<file path="src/rtl/saturn_jump_decoder_pkg.sv">
`default_nettype none
// ============================================================================
// Module   : saturn_jump_decoder_pkg
// Purpose  : Shared opcode nibbles, jump length codes, return kinds and
//            state encoding for the jump/return sub-decoder.
// Revision : 1.0 - initial release
// ============================================================================
package saturn_jump_decoder_pkg;

  // First-nibble opcodes owned by this decoder
  localparam logic [3:0] OP_0X      = 4'h0;
  localparam logic [3:0] OP_GOTO    = 4'h6;
  localparam logic [3:0] OP_GOSUB   = 4'h7;
  localparam logic [3:0] OP_8X      = 4'h8;

  // Second nibbles of the 8x long-jump group.
  // Bit 0 selects absolute (D/F) over relative (C/E); bit 1 selects push (E/F).
  localparam logic [3:0] SUB_GOLONG = 4'hC;
  localparam logic [3:0] SUB_GOVLNG = 4'hD;
  localparam logic [3:0] SUB_GOSUBL = 4'hE;
  localparam logic [3:0] SUB_GOSBVL = 4'hF;

  // Jump length codes; the number of offset nibbles is code + 1
  localparam logic [2:0] JL_NONE    = 3'd0;
  localparam logic [2:0] JL_REL2    = 3'd1;
  localparam logic [2:0] JL_REL3    = 3'd2;
  localparam logic [2:0] JL_REL4    = 3'd3;
  localparam logic [2:0] JL_ABS5    = 3'd4;

  // Return kinds, taken from the low two bits of the RTN second nibble
  localparam logic [1:0] RK_SXM     = 2'd0;
  localparam logic [1:0] RK_PLAIN   = 2'd1;
  localparam logic [1:0] RK_SC      = 2'd2;
  localparam logic [1:0] RK_CC      = 2'd3;

  // One-hot phase strobe patterns the decoder acts on
  localparam logic [3:0] PH_2       = 4'b0100;
  localparam logic [3:0] PH_3       = 4'b1000;

  typedef enum logic [2:0] {
    ST_IDLE   = 3'd0,
    ST_BLK0   = 3'd1,
    ST_BLK8   = 3'd2,
    ST_OFFSET = 3'd3,
    ST_RTN    = 3'd4
  } state_t;

endpackage : saturn_jump_decoder_pkg
`default_nettype wire

</file>
<file path="src/rtl/saturn_jump_decoder_if.sv">
`default_nettype none
// ============================================================================
// Module   : saturn_jump_decoder_if
// Purpose  : Fetch-side inputs and PC/RSTK-side controls of the jump decoder.
//            slave = the decoder, master = the fetch / PC stage driving it.
// Revision : 1.0 - initial release
// ============================================================================
interface saturn_jump_decoder_if;
  logic       i_clk_en;
  logic [3:0] i_phases;
  logic       i_bus_busy;
  logic       i_exec_unit_busy;
  logic       i_instr_start;
  logic [3:0] i_nibble;

  logic       o_jump_instr;
  logic [2:0] o_jump_length;
  logic       o_push_pc;
  logic       o_block_0x;
  logic       o_rtn_instr;
  logic [1:0] o_rtn_kind;
  logic       o_busy;
  logic       o_done;
  logic       o_not_mine;

  modport slave (
    input  i_clk_en, i_phases, i_bus_busy, i_exec_unit_busy, i_instr_start, i_nibble,
    output o_jump_instr, o_jump_length, o_push_pc, o_block_0x, o_rtn_instr,
           o_rtn_kind, o_busy, o_done, o_not_mine
  );

  modport master (
    output i_clk_en, i_phases, i_bus_busy, i_exec_unit_busy, i_instr_start, i_nibble,
    input  o_jump_instr, o_jump_length, o_push_pc, o_block_0x, o_rtn_instr,
           o_rtn_kind, o_busy, o_done, o_not_mine
  );
endinterface : saturn_jump_decoder_if
`default_nettype wire

</file>
<file path="src/rtl/saturn_jump_decoder.sv">
`default_nettype none
// ============================================================================
// Module   : saturn_jump_decoder
// Purpose  : Decodes GOTO/GOSUB/GOLONG/GOSUBL/GOVLNG/GOSBVL and the RTN group
//            from the fetched nibble stream, driving PC/RSTK jump, push and
//            return controls. Foreign opcodes are flagged with o_not_mine.
// Revision : 1.0 - initial release
// ============================================================================
module saturn_jump_decoder
  import saturn_jump_decoder_pkg::*;
(
  input  wire logic            i_clk,
  input  wire logic            i_reset,
  saturn_jump_decoder_if.slave bus
);

  state_t     r_state;
  logic [2:0] r_ctr;     // offset nibbles consumed so far

  logic w_gated;         // edge on which the block is allowed to advance
  logic w_ph2;
  logic w_ph3;

  assign w_gated = bus.i_clk_en && !bus.i_bus_busy && !bus.i_exec_unit_busy;
  assign w_ph2   = (bus.i_phases == PH_2);
  assign w_ph3   = (bus.i_phases == PH_3);

  // Decoder FSM with registered controls; pulses last exactly one gated cycle
  always_ff @(posedge i_clk or posedge i_reset) begin
    if (i_reset) begin
      r_state           <= ST_IDLE;
      r_ctr             <= 3'd0;
      bus.o_jump_instr  <= 1'b0;
      bus.o_jump_length <= JL_NONE;
      bus.o_push_pc     <= 1'b0;
      bus.o_block_0x    <= 1'b0;
      bus.o_rtn_instr   <= 1'b0;
      bus.o_rtn_kind    <= RK_SXM;
      bus.o_busy        <= 1'b0;
      bus.o_done        <= 1'b0;
      bus.o_not_mine    <= 1'b0;
    end else if (w_gated) begin
      bus.o_done     <= 1'b0;
      bus.o_not_mine <= 1'b0;
      case (r_state)
        ST_IDLE: begin
          if (w_ph2 && bus.i_instr_start) begin
            case (bus.i_nibble)
              OP_0X: begin
                r_state        <= ST_BLK0;
                bus.o_block_0x <= 1'b1;
                bus.o_busy     <= 1'b1;
              end
              OP_GOTO, OP_GOSUB: begin
                r_state           <= ST_OFFSET;
                r_ctr             <= 3'd0;
                bus.o_jump_instr  <= 1'b1;
                bus.o_jump_length <= JL_REL3;
                bus.o_push_pc     <= (bus.i_nibble == OP_GOSUB);
                bus.o_busy        <= 1'b1;
              end
              OP_8X: begin
                r_state    <= ST_BLK8;
                bus.o_busy <= 1'b1;
              end
              default: bus.o_not_mine <= 1'b1;
            endcase
          end
        end
        ST_BLK8: begin
          if (w_ph2) begin
            case (bus.i_nibble)
              SUB_GOLONG, SUB_GOVLNG, SUB_GOSUBL, SUB_GOSBVL: begin
                r_state           <= ST_OFFSET;
                r_ctr             <= 3'd0;
                bus.o_jump_instr  <= 1'b1;
                bus.o_jump_length <= bus.i_nibble[0] ? JL_ABS5 : JL_REL4;
                bus.o_push_pc     <= bus.i_nibble[1];
              end
              default: begin
                r_state        <= ST_IDLE;
                bus.o_not_mine <= 1'b1;
                bus.o_busy     <= 1'b0;
              end
            endcase
          end
        end
        ST_OFFSET: begin
          // The final offset nibble is the one consumed while ctr == length
          if (w_ph2) begin
            if (r_ctr == bus.o_jump_length) begin
              r_state           <= ST_IDLE;
              r_ctr             <= 3'd0;
              bus.o_jump_instr  <= 1'b0;
              bus.o_jump_length <= JL_NONE;
              bus.o_push_pc     <= 1'b0;
              bus.o_busy        <= 1'b0;
              bus.o_done        <= 1'b1;
            end else begin
              r_ctr <= r_ctr + 3'd1;
            end
          end
        end
        ST_BLK0: begin
          if (w_ph2) begin
            bus.o_block_0x <= 1'b0;
            if (bus.i_nibble[3:2] == 2'b00) begin
              r_state         <= ST_RTN;
              bus.o_rtn_kind  <= bus.i_nibble[1:0];
              bus.o_rtn_instr <= 1'b1;
            end else begin
              r_state        <= ST_IDLE;
              bus.o_not_mine <= 1'b1;
              bus.o_busy     <= 1'b0;
            end
          end
        end
        ST_RTN: begin
          if (w_ph3) begin
            r_state         <= ST_IDLE;
            bus.o_rtn_instr <= 1'b0;
            bus.o_busy      <= 1'b0;
            bus.o_done      <= 1'b1;
          end
        end
        default: r_state <= ST_IDLE;
      endcase
    end
  end

endmodule : saturn_jump_decoder
`default_nettype wire

</file>
<file path="src/flat_wrapper.sv">
// flat-port wrapper written by rule: the top's interface ports become plain ports
module saturn_jump_decoder_flat import saturn_jump_decoder_pkg::*;
  (i_clk, i_reset, bus_i_clk_en, bus_i_phases, bus_i_bus_busy, bus_i_exec_unit_busy, bus_i_instr_start, bus_i_nibble, bus_o_jump_instr, bus_o_jump_length, bus_o_push_pc, bus_o_block_0x, bus_o_rtn_instr, bus_o_rtn_kind, bus_o_busy, bus_o_done, bus_o_not_mine);
  saturn_jump_decoder_if bus_i ();
  input  wire logic i_clk;
  input  wire logic i_reset;
  input wire logic [$bits(bus_i.i_clk_en)-1:0] bus_i_clk_en;
  input wire logic [$bits(bus_i.i_phases)-1:0] bus_i_phases;
  input wire logic [$bits(bus_i.i_bus_busy)-1:0] bus_i_bus_busy;
  input wire logic [$bits(bus_i.i_exec_unit_busy)-1:0] bus_i_exec_unit_busy;
  input wire logic [$bits(bus_i.i_instr_start)-1:0] bus_i_instr_start;
  input wire logic [$bits(bus_i.i_nibble)-1:0] bus_i_nibble;
  output wire logic [$bits(bus_i.o_jump_instr)-1:0] bus_o_jump_instr;
  output wire logic [$bits(bus_i.o_jump_length)-1:0] bus_o_jump_length;
  output wire logic [$bits(bus_i.o_push_pc)-1:0] bus_o_push_pc;
  output wire logic [$bits(bus_i.o_block_0x)-1:0] bus_o_block_0x;
  output wire logic [$bits(bus_i.o_rtn_instr)-1:0] bus_o_rtn_instr;
  output wire logic [$bits(bus_i.o_rtn_kind)-1:0] bus_o_rtn_kind;
  output wire logic [$bits(bus_i.o_busy)-1:0] bus_o_busy;
  output wire logic [$bits(bus_i.o_done)-1:0] bus_o_done;
  output wire logic [$bits(bus_i.o_not_mine)-1:0] bus_o_not_mine;
  assign bus_i.i_clk_en = bus_i_clk_en;
  assign bus_i.i_phases = bus_i_phases;
  assign bus_i.i_bus_busy = bus_i_bus_busy;
  assign bus_i.i_exec_unit_busy = bus_i_exec_unit_busy;
  assign bus_i.i_instr_start = bus_i_instr_start;
  assign bus_i.i_nibble = bus_i_nibble;
  assign bus_o_jump_instr = bus_i.o_jump_instr;
  assign bus_o_jump_length = bus_i.o_jump_length;
  assign bus_o_push_pc = bus_i.o_push_pc;
  assign bus_o_block_0x = bus_i.o_block_0x;
  assign bus_o_rtn_instr = bus_i.o_rtn_instr;
  assign bus_o_rtn_kind = bus_i.o_rtn_kind;
  assign bus_o_busy = bus_i.o_busy;
  assign bus_o_done = bus_i.o_done;
  assign bus_o_not_mine = bus_i.o_not_mine;
  saturn_jump_decoder u_core (.i_clk(i_clk), .i_reset(i_reset), .bus(bus_i));
endmodule
</file>
<file path="config.mk">
export PLATFORM = sky130hd
export DESIGN_NAME = saturn_jump_decoder_flat
export DESIGN_NICKNAME = d
export VERILOG_FILES = /design/src/rtl/saturn_jump_decoder_pkg.sv /design/src/rtl/saturn_jump_decoder_if.sv /design/src/rtl/saturn_jump_decoder.sv /design/src/flat_wrapper.sv
export SDC_FILE = /design/constraint.sdc
export NUM_CORES = 1
export LEC_CHECK = 0
export ABC_AREA = 1
export CAP_MARGIN = 20
export CORE_UTILIZATION = 35
export DETAILED_ROUTE_END_ITERATION = 12
export PLACE_DENSITY = 0.57
export SYNTH_ARGS = -nofsm -noshare
export SYNTH_HDL_FRONTEND = slang
export SYNTH_SLANG_ARGS = --single-unit
</file>
<file path="constraint.sdc">
create_clock -name i_clk -period 2 [get_ports i_clk]
set_clock_uncertainty 0.2 [all_clocks]
set_input_delay 0.3 -clock i_clk [delete_from_list [all_inputs] [get_ports i_clk]]
set_output_delay 0.3 -clock i_clk [all_outputs]
set_load 0.005 [all_outputs]
</file>
==> results_tabular.tex, run 1 <==
\begin{tabular}{lr}
\hline
Metric & Value \\
\hline
\multicolumn{2}{l}{\textbf{Route}} \\
\quad Number of DRC violations after detailed routing & 0 \\
\quad Remaining number of nets flagged by the antenna check after routing & 0 \\
\quad Post-DR wirelength/cell & 11.63 um \\
\quad Mean number of vias per cell & 4.744 \\
\quad Routed wire length & between 3000 and 4000 um \\
\quad DRC violation total after the first TritonRoute iteration & 47 \\
\quad Total number of vias & 1243 \\
\quad Detailed-routing iteration count for the pre-antenna-repair pass & 5 \\
\multicolumn{2}{l}{\textbf{Final layout}} \\
\quad Post-route standard cell area excluding fillers & 1659 sq um \\
\quad Final layout net count & 234 \\
\quad Fraction of final layout cells with drive strength greater than 1 & about 16\% \\
\quad Utilization of the core after routing & 52.62\% \\
\quad Fill count & 311 \\
\quad Area added between synthesis and finish & 37.98\% \\
\quad Final standard cell count with taps included and fillers excluded & 262 \\
\quad Count of inserted antenna diode cells & 0 \\
\multicolumn{2}{l}{\textbf{Global route}} \\
\quad Total Routing Usage GR & 19.41\% \\
\quad Via count of the first global-routing pass & 1207 \\
\quad GR Overflow Total & 0 \\
\quad Largest net degree at the start of global routing & 19 \\
\quad Initial antenna violation count & 0 \\
\quad First-pass GRT wire length & 5285 um \\
\multicolumn{2}{l}{\textbf{Worst setup path}} \\
\quad Worst Setup End Kind & register \\
\quad Startpoint type of the worst setup path & register \\
\quad Required time worst endpoint & 2.03 ns \\
\quad Startpoint-to-endpoint class of the critical path & reg -> reg \\
\quad Worst Path Arrival & 1.79 ns \\
\quad Biggest fanout along the worst timing path & 10 \\
\multicolumn{2}{l}{\textbf{Yosys}} \\
\quad Number of warnings printed during yosys synthesis & 0 \\
\quad Synthesized flop and latch total & 18 \\
\quad Cell count after synthesis & roughly 170 \\
\quad Post-synth net total & 189 \\
\quad Synthesized area & 1202 sq um \\
\quad Number of library cell types mapped by synthesis & 25 \\
\quad Average cell area after synthesis & around 6.9 sq um \\
\quad Share of the yosys chip area belonging to registers & 37.46\% \\
\multicolumn{2}{l}{\textbf{Timing}} \\
\quad Final count of negative-setup-slack endpoints & 0 \\
\quad Slew at the pin closest to its max-slew limit & slightly above 0.3 ns \\
\quad Final min period & around 1.8 ns \\
\quad Top achievable clock speed & 0.5672 GHz \\
\quad Post-route clock period utilization & around nine tenths \\
\quad Max-slew violation count & 0 \\
\quad Unrepaired setup endpoints after global routing & no \\
\quad Hold violation total from the final report & 0 \\
\quad Headroom to the max-slew limit & 79.74\% \\
\multicolumn{2}{l}{\textbf{Floorplanning}} \\
\quad Standard-cell row count & 20 \\
\quad Number of top-level design ports & 26 \\
\quad Die extent in y & 60.61 um \\
\quad Starting utilization of the core area & 38.13\% \\
\quad Area of the die & around 3700 sq um \\
\quad Core footprint & $\sim$3200 sq um \\
\quad Floorplan die width & 60.61 um \\
\multicolumn{2}{l}{\textbf{CTS}} \\
\quad Clk Latency, worst-skew pair & $\sim$0.30 ns \\
\quad Number of hold buffers added after cts & 0 \\
\quad CTS clock-pin slew for the worst setup and hold paths & 0.10 ns \\
\quad TritonCTS clock tree & done \\
\quad Clk buf depth & 2 \\
\quad CTS sink cnt & 18 \\
\quad Clk root buf & clkbuf\_4 \\
\quad Number of buffers added by the clock tree synthesis step & 3 \\
\quad H-Tree Level Count & 1 \\
\multicolumn{2}{l}{\textbf{Status}} \\
\quad Status & finished clean \\
\multicolumn{2}{l}{\textbf{Placed design}} \\
\quad Placed instance area & $\sim$1600 sq um \\
\quad Number of placed instances, taps included & 258 \\
\quad Count of port buffers added during placement & 25 \\
\quad Dpl hpwl & roughly 2500 um \\
\quad Routability Congestion & 0.8954 \\
\multicolumn{2}{l}{\textbf{Job}} \\
\quad Number of max-capacitance violations reported & 0 \\
\multicolumn{2}{l}{\textbf{Pwr}} \\
\quad Leak Pwr & 0.0008241 uW \\
\quad Maximum VDD drop & a little under 0.4 mV \\
\quad Power density over the cells & between 500 and 600 nW/um\^{}2 \\
\multicolumn{2}{l}{\textbf{Hold path}} \\
\quad Class of the tightest hold or removal check & in -> async \\
\hline
\end{tabular}
-- power breakdown --
part	switching, uW	internal [uW]
Combinational	159	127
Sequential	29.8	391
Clock	117	111
-- critical path, stage by stage, from the launching register on --
cell	delay, ns
dfrtp_1	0.53
inv_1	0.20
nor2_4	0.21
nand2_1	0.09
nand2_1	0.10
nor2_2	0.06
nand2_2	0.15
nand2_1	0.07
o21ai_1	0.07
-- state kept, by name, indices dropped and copies added, names as in the netlist --
register and count:
u_core.bus.o_jump_length 3, u_core.bus.o_not_mine 1, u_core.bus.o_push_pc 1, u_core.bus.o_jump_instr 1, u_core.r_state 3, u_core.bus.o_busy 1, u_core.bus.o_rtn_kind 2, u_core.bus.o_done 1
u_core.bus.o_block_0x 1, u_core.r_ctr 3, u_core.bus.o_rtn_instr 1
-- cell usage after synthesis --
cell,instances,area share (%)
a21oi_1,5,2.1
a32oi_1,1,0.73
dfrtp_1,18,37
ha_1,1,1.0
inv_1,26,8.1
inv_2,2,0.62
mux2_2,1,0.94
nand2_1,53,17
nand2_2,2,1.0
nand2_4,2,1.9
nand3_1,14,5.8
nand3b_4,1,1.7
nand4_1,3,1.6
nor2_1,18,5.6
nor2_2,4,2.1
nor2_4,2,1.9
nor3_1,1,0.42
nor3_4,1,1.4
o2111ai_1,1,0.73
o211ai_1,1,0.62
o21ai_0,7,2.9
o21ai_1,7,2.9
o22ai_1,1,0.52
xnor2_1,1,0.73
xor2_1,1,0.73
-- final timing paths --
check	startpoint	endpoint	slack, ns	cells past startpoint
worst max-delay path	u_core.r_state[0]	u_core.bus.o_jump_length[1]	0.24	8
worst min-delay path	i_reset	u_core.bus.o_not_mine	0.11	3
worst max register to register	u_core.r_state[0]	u_core.bus.o_jump_length[1]	0.24	8
worst min register to register	u_core.bus.o_done	u_core.bus.o_done	0.29	2
max in group asynchronous	i_reset	u_core.r_ctr[0]	1.30	3
min in group i_clk	u_core.bus.o_done	u_core.bus.o_done	0.29	2
-- metal layers --
metal  routed length, um  GRT usage (%)  up-vias  part of all wire (%)
li1                    -              -      642                     -
met4                  16          2.922        0                  0.52
met5                   0              0        -                     0
met3                 149          4.478        2                   4.9
met2                1460          34.38       32                    48
met1                1422          24.57      567                    47
-- placed cells by master (no fill, tap or decap), drive strengths merged, types with 2 or more instances in the layout --
master | netlist | layout
nor3 | 2 | 2
nor2 | 24 | 24
nand4 | 3 | 3
dfrtp | 18 | 18
buf | 0 | 15
o21ai | 14 | 14
a21oi | 5 | 5
inv | 28 | 28
clkbuf | 0 | 4
nand2 | 57 | 57
nand3 | 14 | 14
clkdlybuf4s50 | 0 | 25
-- area by class of cell --
cell class / instances / area [sq um] / area share, %
timing repair buffer: 40 / 362.8 / 21.87
inverter: 28 / 105.1 / 6.335
clock buffer: 4 / 36.28 / 2.187
tap: 44 / 55.05 / 3.318
multi-input combinational: 128 / 649.4 / 39.14
sequential: 18 / 450.4 / 27.15
-- cells by family (layout without fill, tap and decap cells) --
logic type / after synthesis / in the layout / synth area share, %
multiplexers: 1 / 1 / 0.9365
adder cells (fa/ha/maj): 1 / 1 / 1.040
flip-flops: 18 / 18 / 37.46
buffers and inverters: 28 / 72 / 8.741
AO/OA/AOI/OAI: 23 / 23 / 10.51
XOR/XNOR: 2 / 2 / 1.457
AND/OR/NAND/NOR: 101 / 101 / 39.85
-- what timing repair did --
action | 4_1_cts | 5_1_grt
gates resized for setup | 0 | 1
endpoints found under the setup margin | 0 | 5
buffers inserted | 0 | 0
-- stage by stage --
step	hold slack [ns]	setup WS, ns	TNS [ns]	power (uW)
2_1_floorplan	0.03857	0.4228	0	592.5
3_3_place_gp	0.2651	-0.08206	-0.8536	706.3
3_5_place_dp	0.2718	-0.1027	-0.9477	711.5
4_1_cts	0.1113	0.2205	0	946.7
5_1_grt	0.1252	0.05187	0	1001
6_report	0.1092	0.2370	0	935.2
(Power assumes the default switching activity.)
==> run 2, diff against run 1 <==
Clock period 2 ns to 2.14 ns, I/O delays scaled along.
==> results_tabular.tex, run 2 (synthesis results as in run 1) <==
\begin{tabular}{lr}
\hline
Metric & Value \\
\hline
\multicolumn{2}{l}{\textbf{Status}} \\
\quad Status & finished clean \\
\multicolumn{2}{l}{\textbf{Floorplanning}} \\
\quad Starting utilization of the core area & 38.13\% \\
\quad Core footprint & 3153 sq um \\
\quad Standard-cell row count & 20 \\
\quad Die extent in y & around 61 um \\
\quad Number of top-level design ports & 26 \\
\quad Floorplan die width & 60.61 um \\
\quad Area of the die & about 3700 sq um \\
\multicolumn{2}{l}{\textbf{Timing}} \\
\quad Final min period & 1.779 ns \\
\quad Post-route clock period utilization & 83.14\% \\
\quad Worst path setup slack after routing & 0.3608 ns \\
\quad Top achievable clock speed & 0.5621 GHz \\
\quad Final count of negative-setup-slack endpoints & 0 \\
\quad Headroom to the max-slew limit & 79.22\% \\
\quad Max-slew violation count & 0 \\
\quad Slew at the pin closest to its max-slew limit & approximately 0.31 ns \\
\quad Unrepaired setup endpoints after global routing & no \\
\quad Hold violation total from the final report & 0 \\
\quad Accumulated negative setup slack & 0 ns \\
\multicolumn{2}{l}{\textbf{Global route}} \\
\quad Initial antenna violation count & 0 \\
\quad Via count of the first global-routing pass & 1200 \\
\quad First-pass GRT wire length & 5154 um \\
\quad Largest net degree at the start of global routing & 19 \\
\quad Met1 Usage GRT & 24.90\% \\
\quad Met2 layer usage reported by global route & 32.97\% \\
\quad GR Overflow Total & 0 \\
\quad Met3 GRT Util & 1.919\% \\
\quad Total Routing Usage GR & 19.13\% \\
\quad Most used routing layer in global routing & met2 \\
\multicolumn{2}{l}{\textbf{Route}} \\
\quad Remaining number of nets flagged by the antenna check after routing & 0 \\
\quad Detailed-routing iteration count for the pre-antenna-repair pass & 4 \\
\quad Total number of vias & 1220 \\
\quad Mean number of vias per cell & between 4 and 5 \\
\quad Number of DRC violations after detailed routing & 0 \\
\quad Routed wire length & 2921 um \\
\quad DRC violation total after the first TritonRoute iteration & 60 \\
\quad Post-DR wirelength/cell & 11.50 um \\
\multicolumn{2}{l}{\textbf{Worst setup path}} \\
\quad WP buf/inv & 3 \\
\quad Beginning of the critical path & bus\_i\_phases[1] \\
\quad Path depth of the worst reg2reg path & 9 \\
\quad Worst Path Arrival & 1.83 ns \\
\quad Endpoint of the worst register-to-register path & u\_core.bus.o\_jump\_length[2] \\
\quad Cell at the slowest stage of the critical path & clkdlybuf4s50\_1 \\
\quad Largest incremental delay on the critical path & 0.41 ns \\
\quad Reg-to-reg slack, setup & 0.37 ns \\
\quad Startpoint-to-endpoint class of the critical path & in -> reg \\
\quad Crit path to & u\_core.bus.o\_busy \\
\quad Origin of the critical flop-to-flop path & u\_core.r\_state[0] \\
\quad Required time worst endpoint & 2.19 ns \\
\quad Cell seen most often among critical-path stages & nand2\_1 \\
\quad Cell chain of the critical path & clkdlybuf4s50\_1, nor2\_2, nand3\_1, inv\_1, nand4\_1, nand2\_1, nand3\_1, nand2\_1, nand2\_1, inv\_1 \\
\quad Startpoint type of the worst setup path & input port \\
\quad Top Family by Delay on Critical Path & simple AND/OR/NAND/NOR gates \\
\quad Worst path depth & 10 \\
\quad Biggest fanout along the worst timing path & 5 \\
\quad Worst Setup End Kind & register \\
\multicolumn{2}{l}{\textbf{Final layout}} \\
\quad Area added between synthesis and finish & 32.78\% \\
\quad Most common library cell in the layout ignoring fill and taps & nand2\_1 \\
\quad Registers with the highest flip-flop counts & u\_core.bus.o\_jump\_length (3), u\_core.r\_ctr (3), u\_core.r\_state (3) \\
\quad Highest-count cells in the layout ignoring fill and taps & 53 x nand2\_1, 26 x inv\_1, 25 x clkdlybuf4s50\_1, 18 x nor2\_1, 18 x dfrtp\_1 \\
\quad Count of inserted antenna diode cells & 0 \\
\quad Multi-input gate area in the final layout & about 650 sq um \\
\quad Post-route standard cell area excluding fillers & 1597 sq um \\
\quad Final layout net count & 226 \\
\quad Fill count & 347 \\
\quad Sequential standard cell area & 450.4 sq um \\
\quad Fraction of final layout cells with drive strength greater than 1 & 12.38\% \\
\multicolumn{2}{l}{\textbf{Pwr}} \\
\quad Power density over the cells & 543.3 nW/um\^{}2 \\
\quad Comb power frac & around 29\% \\
\quad Switching component of the power & roughly 290 uW \\
\quad Clk pwr share & between 20\% and 30\% \\
\quad Internal power & around 580 uW \\
\quad Maximum VDD drop & 0.2012 mV \\
\quad Switching Fraction & 33.42\% \\
\quad Sequential fraction of design power & 45.4\% \\
\quad Leak Pwr & 0.0007865 uW \\
\multicolumn{2}{l}{\textbf{CTS}} \\
\quad Number of gates resized after cts & 0 \\
\quad Total setup buffers inserted after CTS & 0 \\
\quad H-Tree Level Count & 1 \\
\quad TritonCTS clock tree & done \\
\quad CTS clock-pin slew for the worst setup and hold paths & 0.12 ns \\
\quad Number of buffers added by the clock tree synthesis step & 3 \\
\quad Clk root buf & clkbuf\_4 \\
\quad Clk buf depth & 2 \\
\quad Number of hold buffers added after cts & 0 \\
\quad CTS sink cnt & 18 \\
\quad Clk Latency, worst-skew pair & 0.30 ns \\
\multicolumn{2}{l}{\textbf{Job}} \\
\quad Number of max-capacitance violations reported & 0 \\
\multicolumn{2}{l}{\textbf{Placed design}} \\
\quad Placed instance area & 1560 sq um \\
\quad Setup slack after placement & 0.04939 ns \\
\quad Count of port buffers added during placement & 25 \\
\quad Routability Congestion & just under 0.9 \\
\quad Dpl hpwl & $\sim$2400 um \\
\multicolumn{2}{l}{\textbf{Hold path}} \\
\quad Class of the tightest hold or removal check & in -> async \\
\hline
\end{tabular}
-- run 2: cell types whose count changed in the layout (fill, tap and decap cells not counted), sizes merged --
cell,change
buf,-8
-- run 2: worst min-delay path by stage --
stage	to	slack, ns
6_report	u_core.bus.o_rtn_kind[1]	0.12
5_1_grt	u_core.bus.o_rtn_kind[1]	0.15
4_1_cts	u_core.bus.o_rtn_kind[1]	0.13
3_5_place_dp	u_core.bus.o_jump_instr	0.28
3_3_place_gp	u_core.bus.o_done	0.27
2_1_floorplan	u_core.bus.o_block_0x	0.06
-- run 2: stage by stage --
stage | std cells | util [%] | hold WS, ns | total power (uW)
final | 254 | 50.63 | 0.1183 | 867.4
after global routing | 254 | 50.63 | 0.1465 | 922.5
after CTS | 254 | 50.63 | 0.1313 | 872.4
after detailed placement | 250 | 49.48 | 0.2799 | 650.3
after global placement | 250 | 49.48 | 0.2659 | 647.8
after floorplan | 174 | - | 0.05957 | 553.8
-- run 2: worst register-to-register path, cell delays in order, from the launching register on --
cell     delay [ns]
dfrtp_1        0.50
nor2_2         0.24
nand2_4        0.09
inv_2          0.09
nand2_1        0.07
nand2_1        0.13
nor2_1         0.07
nand2_2        0.16
nand2_1        0.07
o21ai_1        0.08
-- run 2: layout make-up --
| class | instances | area share, % |
|---|---|---|
| Multi-Input combinational cell | 128 | 40.52 |
| Tap cell | 44 | 3.448 |
| Clock buffer | 4 | 2.273 |
| Sequential cell | 18 | 28.21 |
| Timing Repair Buffer | 32 | 18.97 |
| Inverter | 28 | 6.583 |
-- run 2: metal layers --
layer  part of all wire (%)  up-vias
li1                       -      623
met1                     49      564
met2                     47       28
met3                    3.2        5
met4                    1.3        0
met5                      0        -
-- run 2: power by group through the flow --
stage | Combinational (uW) | Sequential, uW | Clock [uW]
CTS | 251 | 394 | 227
global route | 284 | 398 | 240
finish | 251 | 394 | 223
global placement | 248 | 400 | 0
floorplan | 157 | 396 | 0
detailed placement | 250 | 400 | 0
